### src/rtl/ats21_pkg.sv
// ATS21 shared types: opcode and client encodings, capture states,
// decoded command record and the command-id decode helper.
package ats21_pkg;

   typedef enum logic [2:0] {
      NOP       = 3'b000,
      SET_CLK   = 3'b001,
      EN_CLK    = 3'b010,
      MODE      = 3'b011,
      RSVD      = 3'b100,
      SET_ALARM = 3'b101,
      SET_CD    = 3'b110,
      EN_AT     = 3'b111
   } opcode_e;

   typedef enum logic {
      CLIENT_A = 1'b0,
      CLIENT_B = 1'b1
   } client_e;

   typedef enum logic {
      IDLE = 1'b0,
      LOW  = 1'b1
   } cap_state_e;

   typedef struct packed {
      client_e     client;
      opcode_e     opcode;
      logic [4:0]  id;
      logic [31:0] word;
   } cmd_t;

   // Clock/alarm/timer number carried in the instruction, by opcode class
   function automatic logic [4:0] decode_id(input logic [31:0] word);
      case (opcode_e'(word[31:29]))
         SET_CLK, EN_CLK:          decode_id = {1'b0, word[28:25]};
         SET_ALARM, SET_CD, EN_AT: decode_id = word[28:24];
         default:                  decode_id = '0;
      endcase
   endfunction

endpackage

### src/rtl/ats21_cmd_fifo.sv
// Per-client show-ahead instruction FIFO with occupancy count.
// A push while full is only taken if the same cycle also pops.
module ats21_cmd_fifo #(
   parameter int unsigned WIDTH = 32,
   parameter int unsigned DEPTH = 4
) (
   input  logic                       clk,
   input  logic                       reset,
   input  logic                       push,
   input  logic [WIDTH-1:0]           push_data,
   input  logic                       pop,
   output logic [WIDTH-1:0]           head,
   output logic                       empty,
   output logic [$clog2(DEPTH+1)-1:0] count
);

   localparam int unsigned AW = $clog2(DEPTH);
   localparam int unsigned CW = $clog2(DEPTH + 1);

   logic [WIDTH-1:0] mem [DEPTH];
   logic [AW-1:0]    wr_ptr;
   logic [AW-1:0]    rd_ptr;
   logic             do_push;
   logic             do_pop;

   assign empty   = (count == '0);
   assign do_pop  = pop && !empty;
   assign do_push = push && ((count < CW'(DEPTH)) || do_pop);
   assign head    = mem[rd_ptr];

   // Pointer and occupancy tracking; pointers wrap modulo DEPTH
   always_ff @(posedge clk) begin
      if (reset) begin
         wr_ptr <= '0;
         rd_ptr <= '0;
         count  <= '0;
      end else begin
         if (do_push) wr_ptr <= wr_ptr + 1'b1;
         if (do_pop)  rd_ptr <= rd_ptr + 1'b1;
         case ({do_push, do_pop})
            2'b10:   count <= count + 1'b1;
            2'b01:   count <= count - 1'b1;
            default: count <= count;
         endcase
      end
   end

   // Storage array write
   always_ff @(posedge clk) begin
      if (do_push) mem[wr_ptr] <= push_data;
   end

endmodule

### src/rtl/ats21_cmd_ingress.sv
// ATS21 command ingress: reassembles two-cycle half-word transfers from
// clients A and B, filters/queues them per client and serves one decoded
// command at a time to the scheduler core with round-robin arbitration.
module ats21_cmd_ingress
   import ats21_pkg::*;
#(
   parameter int unsigned DEPTH = 4
) (
   input  logic        clk,
   input  logic        reset,
   input  logic        req,
   input  logic [15:0] ctrlA,
   input  logic [15:0] ctrlB,
   output logic        cmd_valid,
   input  logic        cmd_ready,
   output logic        cmd_client,
   output logic [2:0]  cmd_opcode,
   output logic [4:0]  cmd_id,
   output logic [31:0] cmd_word,
   output logic        drop_a,
   output logic        drop_b,
   output logic        proto_err
);

   localparam int unsigned CW = $clog2(DEPTH + 1);

   cap_state_e     state, state_nx;
   logic [15:0]    upper_a, upper_b;
   logic           load_upper, complete, abort;
   logic [31:0]    word_a, word_b;
   opcode_e        op_a, op_b;
   logic           want_a, want_b, rsvd_a, rsvd_b;
   logic           accept_a, accept_b, push_a, push_b, pop_a, pop_b;
   logic [31:0]    head_a, head_b;
   logic           empty_a, empty_b;
   logic [CW-1:0]  count_a, count_b;
   client_e        last, gnt, gnt_q;
   logic           stall_q;
   cmd_t           cmd;

   // Capture state register and upper-half latches
   always_ff @(posedge clk) begin
      if (reset) begin
         state   <= IDLE;
         upper_a <= '0;
         upper_b <= '0;
      end else begin
         state <= state_nx;
         if (load_upper) begin
            upper_a <= ctrlA;
            upper_b <= ctrlB;
         end
      end
   end

   // Capture next-state: req always restarts a pair, even mid-transfer
   always_comb begin
      state_nx   = state;
      load_upper = 1'b0;
      complete   = 1'b0;
      abort      = 1'b0;
      case (state)
         IDLE: begin
            if (req) begin
               load_upper = 1'b1;
               state_nx   = LOW;
            end
         end
         LOW: begin
            if (req) begin
               load_upper = 1'b1;
               abort      = 1'b1;
            end else begin
               complete = 1'b1;
               state_nx = IDLE;
            end
         end
         default: state_nx = IDLE;
      endcase
   end

   assign word_a   = {upper_a, ctrlA};
   assign word_b   = {upper_b, ctrlB};
   assign op_a     = opcode_e'(word_a[31:29]);
   assign op_b     = opcode_e'(word_b[31:29]);
   assign want_a   = complete && (op_a != NOP) && (op_a != RSVD);
   assign want_b   = complete && (op_b != NOP) && (op_b != RSVD);
   assign rsvd_a   = complete && (op_a == RSVD);
   assign rsvd_b   = complete && (op_b == RSVD);
   assign accept_a = (count_a < CW'(DEPTH)) || pop_a;
   assign accept_b = (count_b < CW'(DEPTH)) || pop_b;
   assign push_a   = want_a && accept_a;
   assign push_b   = want_b && accept_b;

   // Discard and abort indications, one cycle after the deciding capture
   always_ff @(posedge clk) begin
      if (reset) begin
         drop_a    <= 1'b0;
         drop_b    <= 1'b0;
         proto_err <= 1'b0;
      end else begin
         drop_a    <= rsvd_a || (want_a && !accept_a);
         drop_b    <= rsvd_b || (want_b && !accept_b);
         proto_err <= abort;
      end
   end

   ats21_cmd_fifo #(.WIDTH(32), .DEPTH(DEPTH)) u_fifo_a (
      .clk       (clk),
      .reset     (reset),
      .push      (push_a),
      .push_data (word_a),
      .pop       (pop_a),
      .head      (head_a),
      .empty     (empty_a),
      .count     (count_a)
   );

   ats21_cmd_fifo #(.WIDTH(32), .DEPTH(DEPTH)) u_fifo_b (
      .clk       (clk),
      .reset     (reset),
      .push      (push_b),
      .push_data (word_b),
      .pop       (pop_b),
      .head      (head_b),
      .empty     (empty_b),
      .count     (count_b)
   );

   assign cmd_valid = !empty_a || !empty_b;
   assign pop_a     = cmd_valid && cmd_ready && (gnt == CLIENT_A);
   assign pop_b     = cmd_valid && cmd_ready && (gnt == CLIENT_B);

   // Grant: held while stalled, otherwise round-robin against last served
   always_comb begin
      if (stall_q)
         gnt = gnt_q;
      else if (!empty_a && !empty_b)
         gnt = (last == CLIENT_B) ? CLIENT_A : CLIENT_B;
      else
         gnt = empty_a ? CLIENT_B : CLIENT_A;
   end

   // Arbiter state: last served client and stall lock
   always_ff @(posedge clk) begin
      if (reset) begin
         last    <= CLIENT_B;
         gnt_q   <= CLIENT_A;
         stall_q <= 1'b0;
      end else begin
         stall_q <= cmd_valid && !cmd_ready;
         gnt_q   <= gnt;
         if (cmd_valid && cmd_ready) last <= gnt;
      end
   end

   // Command mux from the granted FIFO head; all zeros when nothing is valid
   always_comb begin
      cmd = '0;
      if (cmd_valid) begin
         cmd.client = gnt;
         cmd.word   = (gnt == CLIENT_B) ? head_b : head_a;
         cmd.opcode = opcode_e'(cmd.word[31:29]);
         cmd.id     = decode_id(cmd.word);
      end
   end

   assign cmd_client = cmd.client;
   assign cmd_opcode = cmd.opcode;
   assign cmd_id     = cmd.id;
   assign cmd_word   = cmd.word;

endmodule

### config.mk
export PLATFORM = sky130hd
export DESIGN_NAME = ats21_cmd_ingress
export DESIGN_NICKNAME = d
export VERILOG_FILES = /design/src/rtl/ats21_pkg.sv /design/src/rtl/ats21_cmd_fifo.sv /design/src/rtl/ats21_cmd_ingress.sv
export SDC_FILE = /design/constraint.sdc
export NUM_CORES = 1
export LEC_CHECK = 0
export CAP_MARGIN = 20
export CORE_ASPECT_RATIO = 1.4
export CORE_MARGIN = 2
export CORE_UTILIZATION = 60
export CTS_CLUSTER_DIAMETER = 150
export DETAILED_ROUTE_END_ITERATION = 10
export DONT_BUFFER_PORTS = 1
export HOLD_SLACK_MARGIN = 0.05
export PLACE_DENSITY = 0.87
export SLEW_MARGIN = 15
export SYNTH_ARGS = -nofsm -noshare
export SYNTH_HDL_FRONTEND = slang
export SYNTH_SLANG_ARGS = --single-unit
export TNS_END_PERCENT = 10
### constraint.sdc
create_clock -name clk -period 3.5 [get_ports clk]
set_clock_uncertainty 0.1 [all_clocks]
set_input_delay 0.35 -clock clk [delete_from_list [all_inputs] [get_ports clk]]
set_output_delay 0.35 -clock clk [all_outputs]
set_load 0.05 [all_outputs]
* Word-level counts from Yosys, hierarchy flattened *
Memories as Yosys holds them, arrays and structs flattened. A register that Yosys moved wholly into a read port is not among the register bits.
Index checks and enable logic that the tools add are counted.

operators by class
  order comparisons = 2
  add/sub/neg operators = 8
  equal/unequal tests = 13
  multiplexer cells = 20
  reduce and logical (&&, ||, !) cells = 40
  bitwise operators = 2

operators by type and width
  operator                                                            number
  41-bit 2-to-1 mux                                                   1
  32-bit 2-to-1 mux                                                   1
  1-bit logical AND                                                   19
  3-bit == test, second input constant                                5
  3-bit one-hot mux with 2 select lines                               2
  1-bit 2-to-1 mux                                                    11
  5-bit one-hot mux with 2 select lines                               1
  2-bit by 1-bit adder with 2-bit output, second input constant       4
  2-bit 2-to-1 mux                                                    4
  1-bit logical OR                                                    7
  3-bit by 1-bit adder with 3-bit output, second input constant       2
  3-bit logical NOT                                                   2
  3-bit less-than comparator, second input constant                   2
  3-bit inequality test, second input constant                        2
  3-bit nonzero test                                                  2
  3-bit by 1-bit subtractor with 3-bit output, second input constant  2
  1-bit logical NOT                                                   5
  2-bit by 1-bit == test with 1-bit output, second input constant     2
  2-bit == test, second input constant                                2
  2-bit nonzero test                                                  2
  2-bit OR reduction                                                  2
  3-bit by 1-bit == test with 1-bit output, second input constant     1
  3-bit by 2-bit == test with 1-bit output, second input constant     1
  3-bit OR reduction                                                  1
  1-bit NOT                                                           2

word-level totals
  bits of input ports = 36
  memory bits (writable) = 256
  memories kept = 2
  logic and storage cells = 102
  register bits = 53

memory list
  name          words  width  rd ports  clocked after Yosys merged registers in  wr ports  line                  text
  u_fifo_a.mem  4      32     1         1                                        1         ats21_cmd_fifo.sv:20  logic [WIDTH-1:0] mem [DEPTH];
  u_fifo_b.mem  4      32     1         1                                        1         ats21_cmd_fifo.sv:20

* Longest topological paths before layout *
Gate-level depths: netlist (run 1).

  depth in word-level cells = 12
  mapped depth = 11
  depth with buffers taken out = 10

* By module *
A second synthesis (run 1) with hierarchy kept.

unflattened totals
  cell total of the unflattened synthesis = 720
  area, all modules = 12389.4 sq um

by module, submodules not included
  module             instances  area each (sq um)  cells an instance  seq. area each (sq um)
  ats21_cmd_fifo     2          5122.4             221                4023.9
  ats21_cmd_ingress  1          2144.6             278                780.7

* Least setup slack after synthesis (run 1) *
Ideal clock, no wire load.

  path type = flip-flop to output port
  from = reg u_fifo_a.count[0]
  to = out cmd_id[1]
  data arrival time = 2660 ps
  cell stages (with the launch flop) = 7
  setup slack = 390 ps
  buffers on the path = 1
  path through = dfxtp_1 -> or4_4 -> o211ai_2 -> buf_6 -> nand2_1 -> a21oi_1 -> a32o_1

between the ends
  longest elaborated chain between the ends = 10
  elaborated cells between the ends (all ways) = 17

ends and longest elaborated chain
  what                                                      line                                                text
  from (decl)                                               ats21_cmd_fifo.sv:14                                output logic [$clog2(DEPTH+1)-1:0] count
  from (signal assigned)                                    ats21_cmd_fifo.sv:41                                2'b10: count <= count + 1'b1;
  from (signal assigned)                                    ats21_cmd_fifo.sv:42                                2'b01: count <= count - 1'b1;
  from (signal assigned)                                    ats21_cmd_fifo.sv:43                                default: count <= count;
  3-bit logical NOT (*)                                     ats21_cmd_fifo.sv:26                                assign empty = (count == '0);
  1-bit logical NOT                                         ats21_cmd_ingress.sv:130, ats21_cmd_ingress.sv:138
  1-bit logical AND                                         ats21_cmd_ingress.sv:138                            else if (!empty_a && !empty_b)
  1-bit 2-to-1 mux                                          ats21_cmd_ingress.sv:138
  1-bit 2-to-1 mux                                          ats21_cmd_ingress.sv:136                            if (stall_q)
  32-bit 2-to-1 mux                                         ats21_cmd_ingress.sv:162                            cmd.word = (gnt == CLIENT_B) ? head_b : head_a;
  3-bit == test, or another cell as far along               ats21_pkg.sv:35                                     case (opcode_e'(word[31:29]))
  3-bit OR reduction or 2-bit OR reduction (tied branches)  ats21_pkg.sv:35
  5-bit one-hot mux with 2 select lines                     ats21_pkg.sv:35
  41-bit 2-to-1 mux (*)                                     ats21_cmd_ingress.sv:160                            if (cmd_valid) begin
  to (decl)                                                 ats21_cmd_ingress.sv:18                             output logic [4:0] cmd_id,

Mark *: on every way between the ends. The rest lies on a longest branch, timed or not.

* Final worst setup path (run 1) *
  from = reg u_fifo_a.count[0]
  to = out cmd_id[3]

Same word-level chain as after synthesis.

==> impl_metrics.toml, run 1 <==
[power_and_ir_drop]
power.switching_mw = 1.768
p_seq_share_pct = 53.9
leakage_nw = 4.797
vdd_drop_max_uv = 416.8
power_density_mw_per_mm2 = 544.3
combPwrFrac_pct = 8.7
switching_share_pct = 23.13
p_int_mw = 5.873
p_clk_share_pct = 37.4

[logic_synthesis]
synth_compound_area_share_pct = 2.851
syn-instance-count = 694
synth-warning-count = 0
yosysMostFrequentCell = "edfxtp_1"
yosys.area_share.adder_pct = 1.358
synthFlopType = "edfxtp_1"
synthTopCellsByArea = "edfxtp_1 63%, mux4_2 12%, dfxtp_1 9.4%"
yosys-top-cells-count = "256 x edfxtp_1, 65 x nand2_1, 64 x mux4_2"
synthArstFlopShare_pct = 0
synth_area_mm2 = 0.01216
yosysTopAreaCell = "edfxtp_1"
synth_xor_area_share_pct = 0.6483
synth_nets = 742
yosysUniqueCellTypes = 43
synth-edff-count = 256
ys_ff_latch = 313
synthMuxAreaShare_pct = 15.17
ys_seq_area_share_pct = 72.62
synth_top_area_share_pct = 63.23
yosys.area_share.simple_pct = 5.526
synth_area_per_cell_um2 = 17.52
synth_top_family_by_area = "multiplexers"

[critical_path]
crit_buf_inv = 2
crit_family = "compound AO/OA/AOI/OAI gates"
slowest_stage = "or4_4"
worstPathRequired_ns = 3.05
cp-start-kind = "flop"
max_stage_delay_ns = 0.58
crit_type = "reg -> out"
cp_max_fo = 27
crit_chain = "or4_4 -> o211ai_2 -> buf_6 -> nand2_1 -> a21oi_1 -> a32o_1 -> buf_12"
cp-end-kind = "output port"
arrival_ns = 2.94

[clock_tree]
tritoncts = "built"
cts.sink_count = 313
clkLatencyLatePin_ns = 0.53
cts_setup_buffers = 0
cts_made_buffers = 27
path_clk_slew_ns = 0.07
cts_root_buffer = "clkbuf_16"
h-tree-depth = 1
ctsLongestPathBuffers = 3

[timing]
post-route-min-period_ns = 3.392
fin_crit_sh_pct = 96.91
slew_headroom_pct = 50.31
tightest_slew_ns = 0.7444
slew_viol_final = 0
fin_tns_setup_ns = 0
hold_violations = 0
setup_viol = 0
fmax_mhz = 294.8
hold_ws_ns = 0.06771
rsz0062_at_grt = "no"

[placement]
hpwl_mm = 15.51
dp_cells = 960
port_buffers = 0
place_congestion = 0.8280

[detailed_routing]
drcViolationCount = 0
vias = 6675
drtIter0Drc = 725
vias_per_cell = 6.369
wire_per_inst_um = 24.93
detail_route.first_pass.iterations = 5
wirelength_mm = 26.13
drtAntennaViolNets = 0

[die]
num_rows = 61
core_area_mm2 = 0.01984
ios = 81
die_height_um = 172.4
die-width_um = 124.3
die_area_mm2 = 0.02143
start_util_pct = 61.27

[global_route]
top_usage_layer = "met2"
grt_overflow_total = 0
gr-usage-met1_pct = 30.71
grt_pass1_vias = 6865
gr-usage-met3_pct = 4.270
grt_max_degree = 54
grt_usage_pct = 24.35
antenna_found_initial = 1
grt_pass1_wl_mm = 39.83
grtUsageMet2_pct = 42.36

[layout]
nNetsFinal = 822
area_growth_syn_to_layout_pct = 15.46
fin_util_pct = 70.74
final_cells = 1048
drive_above_1_share_pct = 22.89

[run]
drv_cap = 0

[status]
status = "finished, final reports clean"

[min_path]
hold_path.class = "in -> reg"
timing repair:
item,in CTS,in global routing
hold buffers,37,0
setup endpoints to repair,0,2
endpoints found under the hold margin,185,0
gates resized for setup,0,1
power groups by stage:
stage	sequential [mW]	clock, mW	combinational (mW)
2_1_floorplan	4.18	0	0.438
3_3_place_gp	4.19	0	0.555
3_5_place_dp	4.20	0	0.569
4_1_cts	4.12	2.88	0.661
5_1_grt	4.12	3.01	0.698
6_report	4.12	2.86	0.667
worst paths after layout:
kind / to / slack [ns] / from / depth (start not counted)
worst max register to register: u_fifo_b.count[2]$_SDFFE_PP0P_ / 0.35 / u_fifo_a.count[0]$_SDFFE_PP0P_ / 10
worst min-delay path: flop / 0.07 / reset / 2
worst min register to register: proto_err$_SDFF_PP0_ / 0.38 / state$_SDFF_PP0_ / 1
worst max-delay path: cmd_id[3] / 0.11 / u_fifo_a.count[0]$_SDFFE_PP0P_ / 7
final cells by class:
class | instances | area, um2
Multi-Input combinational cell | 334 | 3124
Tap cell | 252 | 315.3
Timing Repair Buffer | 90 | 882.1
Sequential cell | 313 | 8831
Antenna cell | 1 | 2.502
Clock inverter | 18 | 157.7
Inverter | 8 | 30.03
Clock buffer | 32 | 694.4
Fill cell | 1141 | 5807
sequential cells by signal, indices dropped and copies added, names as in the netlist, 2 cells and up, named ones only:
signal,flops
u_fifo_b.mem,128
u_fifo_b.wr_ptr,2
u_fifo_b.rd_ptr,2
u_fifo_b.count,3
upper_a,16
u_fifo_a.count,3
u_fifo_a.wr_ptr,2
upper_b,16
u_fifo_a.rd_ptr,2
u_fifo_a.mem,128
cells by family (layout without fill, tap and decap cells):
group / Yosys count / in the layout
DFF: 313 / 313
and+or+nand+nor: 153 / 153
muxes: 104 / 104
AOI/OAI and AO/OA: 56 / 56
buffers and inverters: 47 / 148
adders and majority gates: 12 / 12
xor gates and xnor gates: 9 / 9
other: 0 / 1
metal layers:
metal,part of all wire [%],up-vias
met4,3.4,0
met2,53,377
li1,-,2823
met1,37,3401
met3,6.9,74
met5,0,-
cells in the final DEF (no fill, tap or decap), drive strengths merged, types with 2 or more instances in the layout:
cell and n:
inv 10, nand2 65, clkbuf 32, a32o 3, fa 2, xor2 4, mux2i 38, xnor2 5
a21oi 38, nor3 7, ha 10, edfxtp 256, nor2 56, nand3 2, dfxtp 57, and3 5
nor2b 2, or3 4, buf 55, or2 2, and2 5, mux4 64, bufinv 2, mux2 2
o21ai 5, nand4 2, a211oi 3, clkinvlp 4, dlygate4sd3 35, clkinv 10
through the flow:
step / setup WS (ns) / power, mW / cell area [um2]
finish: 0.1081 / 7.641 / 14040
global route: 0.02363 / 7.833 / 14040
CTS: 0.04354 / 7.662 / 14030
detailed placement: 0.4721 / 4.766 / 12770
global placement: 0.5954 / 4.745 / 12770
floorplan: 0.3897 / 4.615 / 12160
No activity file was read; power rests on OpenSTA's default activity.
==> run 2, diff against run 1 <==
ABC_AREA = 1   (was default)
==> impl_metrics.toml, run 2 <==
[global_route]
grt_overflow_total = 0
grt_pass1_wl_mm = 45.85
grt_pass1_vias = 8431
antenna_found_initial = 0
grt_max_degree = 67
grt_usage_pct = 26.60

[critical_path]
arrival_ns = 2.78
crit_type = "reg -> out"
reg2reg_from = "u_fifo_b.count[0]$_SDFFE_PP0P_"
r2r_slack_ns = 0.74
cp-start-kind = "flop"
worstPathRequired_ns = 3.05
reg2reg_depth = 14
r2r_end = "u_fifo_a.count[2]$_SDFFE_PP0P_"
cp-end-kind = "output port"
cp_max_fo = 50

[run]
drv_cap = 0

[logic_synthesis]
synthFlopType = "edfxtp_1"
yosysTopAreaCell = "edfxtp_1"
ys_seq_area_share_pct = 70.40
synth-warning-count = 0
synth-edff-count = 256
synth_area_mm2 = 0.01254
synthArstFlopShare_pct = 0
syn-instance-count = 1065
synth_area_per_cell_um2 = 11.78
yosysMostFrequentCell = "edfxtp_1"
ys_ff_latch = 313
synth_top_area_share_pct = 61.30
synth_nets = 1113
yosysUniqueCellTypes = 32
synthTopCellsByArea = "edfxtp_1 61%, dfxtp_1 9.1%, nor2_1 7.2%"
yosys-top-cells-count = "256 x edfxtp_1, 240 x nor2_1, 156 x o21ai_0"

[layout]
mostFrequentLayoutCells = "256 x edfxtp_1, 229 x nor2_1, 156 x o21ai_0, 72 x nand2_1, 56 x dfxtp_1"
nNetsFinal = 1173
area_growth_syn_to_layout_pct = 14.40
diodes = 0
drive_above_1_share_pct = 15.90
final_common_cell = "edfxtp_1"
top_regs = "u_fifo_a.mem (128), u_fifo_b.mem (128)"

[detailed_routing]
detail_route.first_pass.iterations = 6
vias = 8720
wirelength_mm = 29.81
vias_per_cell = 6.224
drtIter0Drc = 1366
drtAntennaViolNets = 0
drcViolationCount = 0
wire_per_inst_um = 21.28

[placement]
place_congestion = 0.8718
hpwl_mm = 17.18
port_buffers = 0

[min_path]
min_from = "req"
holdPathEnd = "upper_b[5]$_SDFFE_PP0P_"
hold_depth = 3
hold_path.class = "in -> reg"

[die]
die-width_um = 126.2
die_area_mm2 = 0.02209
die_height_um = 175.1
num_rows = 62
start_util_pct = 61.24
core_area_mm2 = 0.02048
ios = 81

[power_and_ir_drop]
vdd_drop_max_uv = 576.4
leakage_nw = 5.148
totalPowerFinal_mw = 7.625
power_density_mw_per_mm2 = 531.5

[timing]
tightest_slew_ns = 0.7608
hold_violations = 0
fmax_mhz = 310.0
rsz0062_at_grt = "no"
post-route-min-period_ns = 3.226
fin_tns_setup_ns = 0
slew_viol_final = 0
setup_viol = 0
slew_headroom_pct = 49.23
fin_crit_sh_pct = 92.17

[clock_tree]
path_clk_slew_ns = 0.07
cts_made_buffers = 26
h-tree-depth = 1
ctsLongestPathBuffers = 3
tritoncts = "built"
cts.sink_count = 313
cts_root_buffer = "clkbuf_16"
clkLatencyLatePin_ns = 0.55
cts_setup_buffers = 0

[status]
status = "finished, final reports clean"
-- run 2: per-layer routing --
layer	track usage, %	vias up	part of all wire, %
li1	-	3879	-
met3	4.593	111	9.6
met4	11.22	0	4.1
met2	45.63	539	51
met5	0	-	0
met1	33.51	4191	36
-- run 2: power by group --
group          switching, mW  total (mW)  internal, mW
Combinational          0.476       0.678         0.202
Sequential            0.0446        4.12          4.08
Clock                   1.31        2.82          1.52
Total                   1.83        7.62          5.80
-- run 2: cell families (layout without fill, tap and decap cells) --
group / count (synthesis) / after routing / share of synthesized area (%)
AOI/OAI and AO/OA: 238 / 238 / 11.11
adders and majority gates: 12 / 12 / 1.317
buffers and inverters: 116 / 196 / 4.101
DFF: 313 / 313 / 70.40
and+or+nand+nor: 386 / 386 / 13.07
-- run 2: how the worst max path moves through the flow --
stage | cells after the start | endpoint | start
after global routing | 12 | cmd_id[2] | u_fifo_a.count[2]$_SDFFE_PP0P_
after CTS | 13 | cmd_id[1] | u_fifo_b.count[0]$_SDFFE_PP0P_
after detailed placement | 13 | cmd_id[1] | u_fifo_b.count[2]$_SDFFE_PP0P_
final | 13 | cmd_id[1] | u_fifo_b.count[0]$_SDFFE_PP0P_
after global placement | 12 | cmd_id[2] | u_fifo_a.count[0]$_SDFFE_PP0P_
after floorplan | 10 | u_fifo_a.mem[0][0]$_DFFE_PP_ | u_fifo_b.count[2]$_SDFFE_PP0P_
-- run 2: area by class of cell --
| cell class | instances | area [um2] |
|---|---|---|
| Clock buffer | 39 | 760.7 |
| Clock inverter | 9 | 65.06 |
| Fill cell | 1286 | 6133 |
| Inverter | 54 | 205.2 |
| Multi-Input combinational cell | 636 | 3296 |
| Sequential cell | 313 | 8830 |
| Tap cell | 256 | 320.3 |
| Timing Repair Buffer | 94 | 869.6 |
-- run 2: worst max-delay path, cell delays in order, from the launching register on --
cell	delay (ns)
dfxtp_1	0.33
inv_1	0.17
nand2_4	0.09
nand2_2	0.08
nand2_4	0.08
nand2_2	0.29
buf_6	0.41
nand2_1	0.13
nand2_2	0.12
nand3_1	0.08
nand2_1	0.14
nand2_1	0.08
nand2_1	0.11
buf_12	0.14
-- run 2: repair_timing --
action | in CTS | in global routing
hold buffers | 35 | 0
gates resized for setup | 0 | 1
endpoints found under the hold margin | 171 | 0
setup endpoints to repair | 0 | 4
-- run 2: stage by stage --
stage / cells / util, % / hold slack, ns / instance area, um2 / setup slack (ns)
after detailed placement: 1318 / 64.24 / 0.3241 / 13160 / 0.6994
final: 1401 / 70.05 / 0.1307 / 14350 / 0.2742
after CTS: 1401 / 70.03 / 0.1029 / 14340 / 0.1528
after global routing: 1401 / 70.05 / 0.1440 / 14350 / 0.1061
after floorplan: 1065 / - / 0.3156 / 12540 / 0.4804
after global placement: 1318 / 64.24 / 0.3236 / 13160 / 0.7813
==> run 3, diff against run 2 <==
CTS_BUF_LIST = sky130_fd_sc_hd__clkbuf_4 sky130_fd_sc_hd__clkbuf_8   (was default)
GPL_TIMING_DRIVEN = 0   (was default)
==> impl_metrics.toml, run 3 (same netlist as run 2, synthesis figures left out) <==
[global_route]
grt_overflow_total = 0
grt_pass1_wl_mm = 49.41
grt_usage_pct = 28.86
antenna_found_initial = 0
grt_pass1_vias = 9115
grt_max_degree = 26

[detailed_routing]
wirelength_mm = 33.60
routed.top_layer = "met4"
met2_length_mm = 17.20
met3WireLength_mm = 3.494
drtIter0Drc = 1445
drcViolationCount = 0
vias = 9277
vias_per_cell = 6.429
wl_met1_mm = 10.85
drtAntennaViolNets = 0
wire_per_inst_um = 23.29
detail_route.first_pass.iterations = 6

[critical_path]
cp-start-kind = "flop"
r2r_end = "u_fifo_b.count[2]$_SDFFE_PP0P_"
worstPathRequired_ns = 3.05
r2r_slack_ns = 0.59
reg2reg_depth = 13
crit_buf_inv = 3
crit_chain = "inv_1 -> buf_2 -> clkbuf_1 -> o21ai_0 -> o22ai_1 -> nor2_1 -> nor3_2"
max_stage_delay_ns = 0.72
cp_max_fo = 10
crit_type = "reg -> out"
arrival_ns = 3.03
reg2reg_from = "u_fifo_a.count[2]$_SDFFE_PP0P_"
cp-end-kind = "output port"
slowest_stage = "nor3_2"
crit_family = "buffers and inverters"

[timing]
setup_viol = 0
slew_viol_final = 0
hold_violations = 0
tightest_slew_ns = 1.210
rsz0062_at_grt = "yes"
slew_headroom_pct = 19.34
finalWorstSetupSlack_ns = 0.01888
fin_tns_setup_ns = 0
fin_crit_sh_pct = 99.46
fmax_mhz = 287.3
post-route-min-period_ns = 3.481

[layout]
fillers = 1247
area_growth_syn_to_layout_pct = 16.17
final_common_cell = "edfxtp_1"
mostFrequentLayoutCells = "256 x edfxtp_1, 227 x nor2_1, 156 x o21ai_0, 72 x nand2_1, 57 x dfxtp_1"
diodes = 0
nNetsFinal = 1201
drive_above_1_share_pct = 16.34
top_regs = "u_fifo_a.mem (128), u_fifo_b.mem (128)"

[die]
num_rows = 62
start_util_pct = 61.24
ios = 81
core_area_mm2 = 0.02048
die_area_mm2 = 0.02209
die_height_um = 175.1
die-width_um = 126.2

[clock_tree]
cts_root_buffer = "clkbuf_8"
cts.sink_count = 313
cts_made_buffers = 43
clkLatencyLatePin_ns = 0.54
path_clk_slew_ns = 0.07
tritoncts = "built"
cts_setup_buffers = 0
ctsLongestPathBuffers = 3
h-tree-depth = 2

[min_path]
hold_depth = 3
hold_path.class = "in -> reg"
min_from = "req"
holdPathEnd = "upper_b[14]$_SDFFE_PP0P_"

[placement]
pre_cts_ws_ns = 0.2671
place_congestion = 0.8418
port_buffers = 0
hpwl_mm = 21.48

[power_and_ir_drop]
vdd_drop_max_uv = 354.5
power_density_mw_per_mm2 = 529.1
leakage_nw = 5.186

[status]
status = "finished, final reports clean"

[run]
drv_cap = 0
run 3: cell count changes in the layout (fill, tap and decap cells not counted), sizes merged:
cell,delta
dlygate4sd3,+1
clkinvlp,-1
inv,-2
clkinv,+13
buf,-20
clkbuf,+49
bufinv,+2
run 3: power by group:
part,internal (mW),switching (mW),total [mW],leakage (nW)
Combinational,0.162,0.522,0.684,1.92
Clock,1.53,1.36,2.90,0.467
Sequential,4.08,0.0492,4.13,2.79
run 3: per-stage QoR:
step,cell area (um2),utilization (%),cells,hold WS [ns],power [mW]
finish,14570,71.14,1443,0.2056,7.708
global route,14570,71.14,1443,0.2225,7.865
CTS,14460,70.61,1443,0.1856,7.614
detailed placement,13200,64.47,1329,0.3450,4.765
global placement,12860,62.80,1321,0.3357,4.729
floorplan,12540,-,1065,0.3156,4.617
run 3: worst max-delay path by stage:
| stage | endpoint | slack [ns] | cells after the start |
|---|---|---|---|
| finish | cmd_word[21] | 0.02 | 7 |
| global route | cmd_word[16] | -0.07 | 7 |
| CTS | cmd_id[0] | 0.004 | 8 |
| detailed placement | cmd_id[2] | 0.27 | 8 |
| global placement | u_fifo_b.mem[3][21]$_DFFE_PP_ | -0.70 | 8 |
| floorplan | u_fifo_a.mem[0][0]$_DFFE_PP_ | 0.48 | 10 |
run 3: area by class of cell:
type / count / area, um2 / share of cell area (%)
Clock buffer: 58 / 742.0 / 5.093
Inverter: 54 / 209.0 / 1.434
Clock inverter: 21 / 147.6 / 1.013
Tap cell: 256 / 320.3 / 2.199
Timing Repair Buffer: 43 / 563.0 / 3.865
Sequential cell: 313 / 8828 / 60.60
Multi-Input combinational cell: 636 / 3448 / 23.67
Buffer: 62 / 310.3 / 2.130
run 3: worst reg2reg max path: cells and delay by family (launching register included):
family | cells | cell delay, ns
simple gates | 7 | 1.09
fa+ha+maj | 2 | 0.71
compound gates | 4 | 0.51
flops | 1 | 0.45
run 3: what timing repair did:
item,in CTS,in global routing
resized for setup,6,20
hold buffers,35,0
endpoints found under the hold margin,166,0
setup endpoints to repair,5,19
run 3: metal layers:
layer | up-vias | track usage (%)
met3 | 183 | 6.216
met2 | 764 | 50.29
li1 | 3937 | -
met5 | - | 0
met4 | 0 | 18.09
met1 | 4393 | 31.98
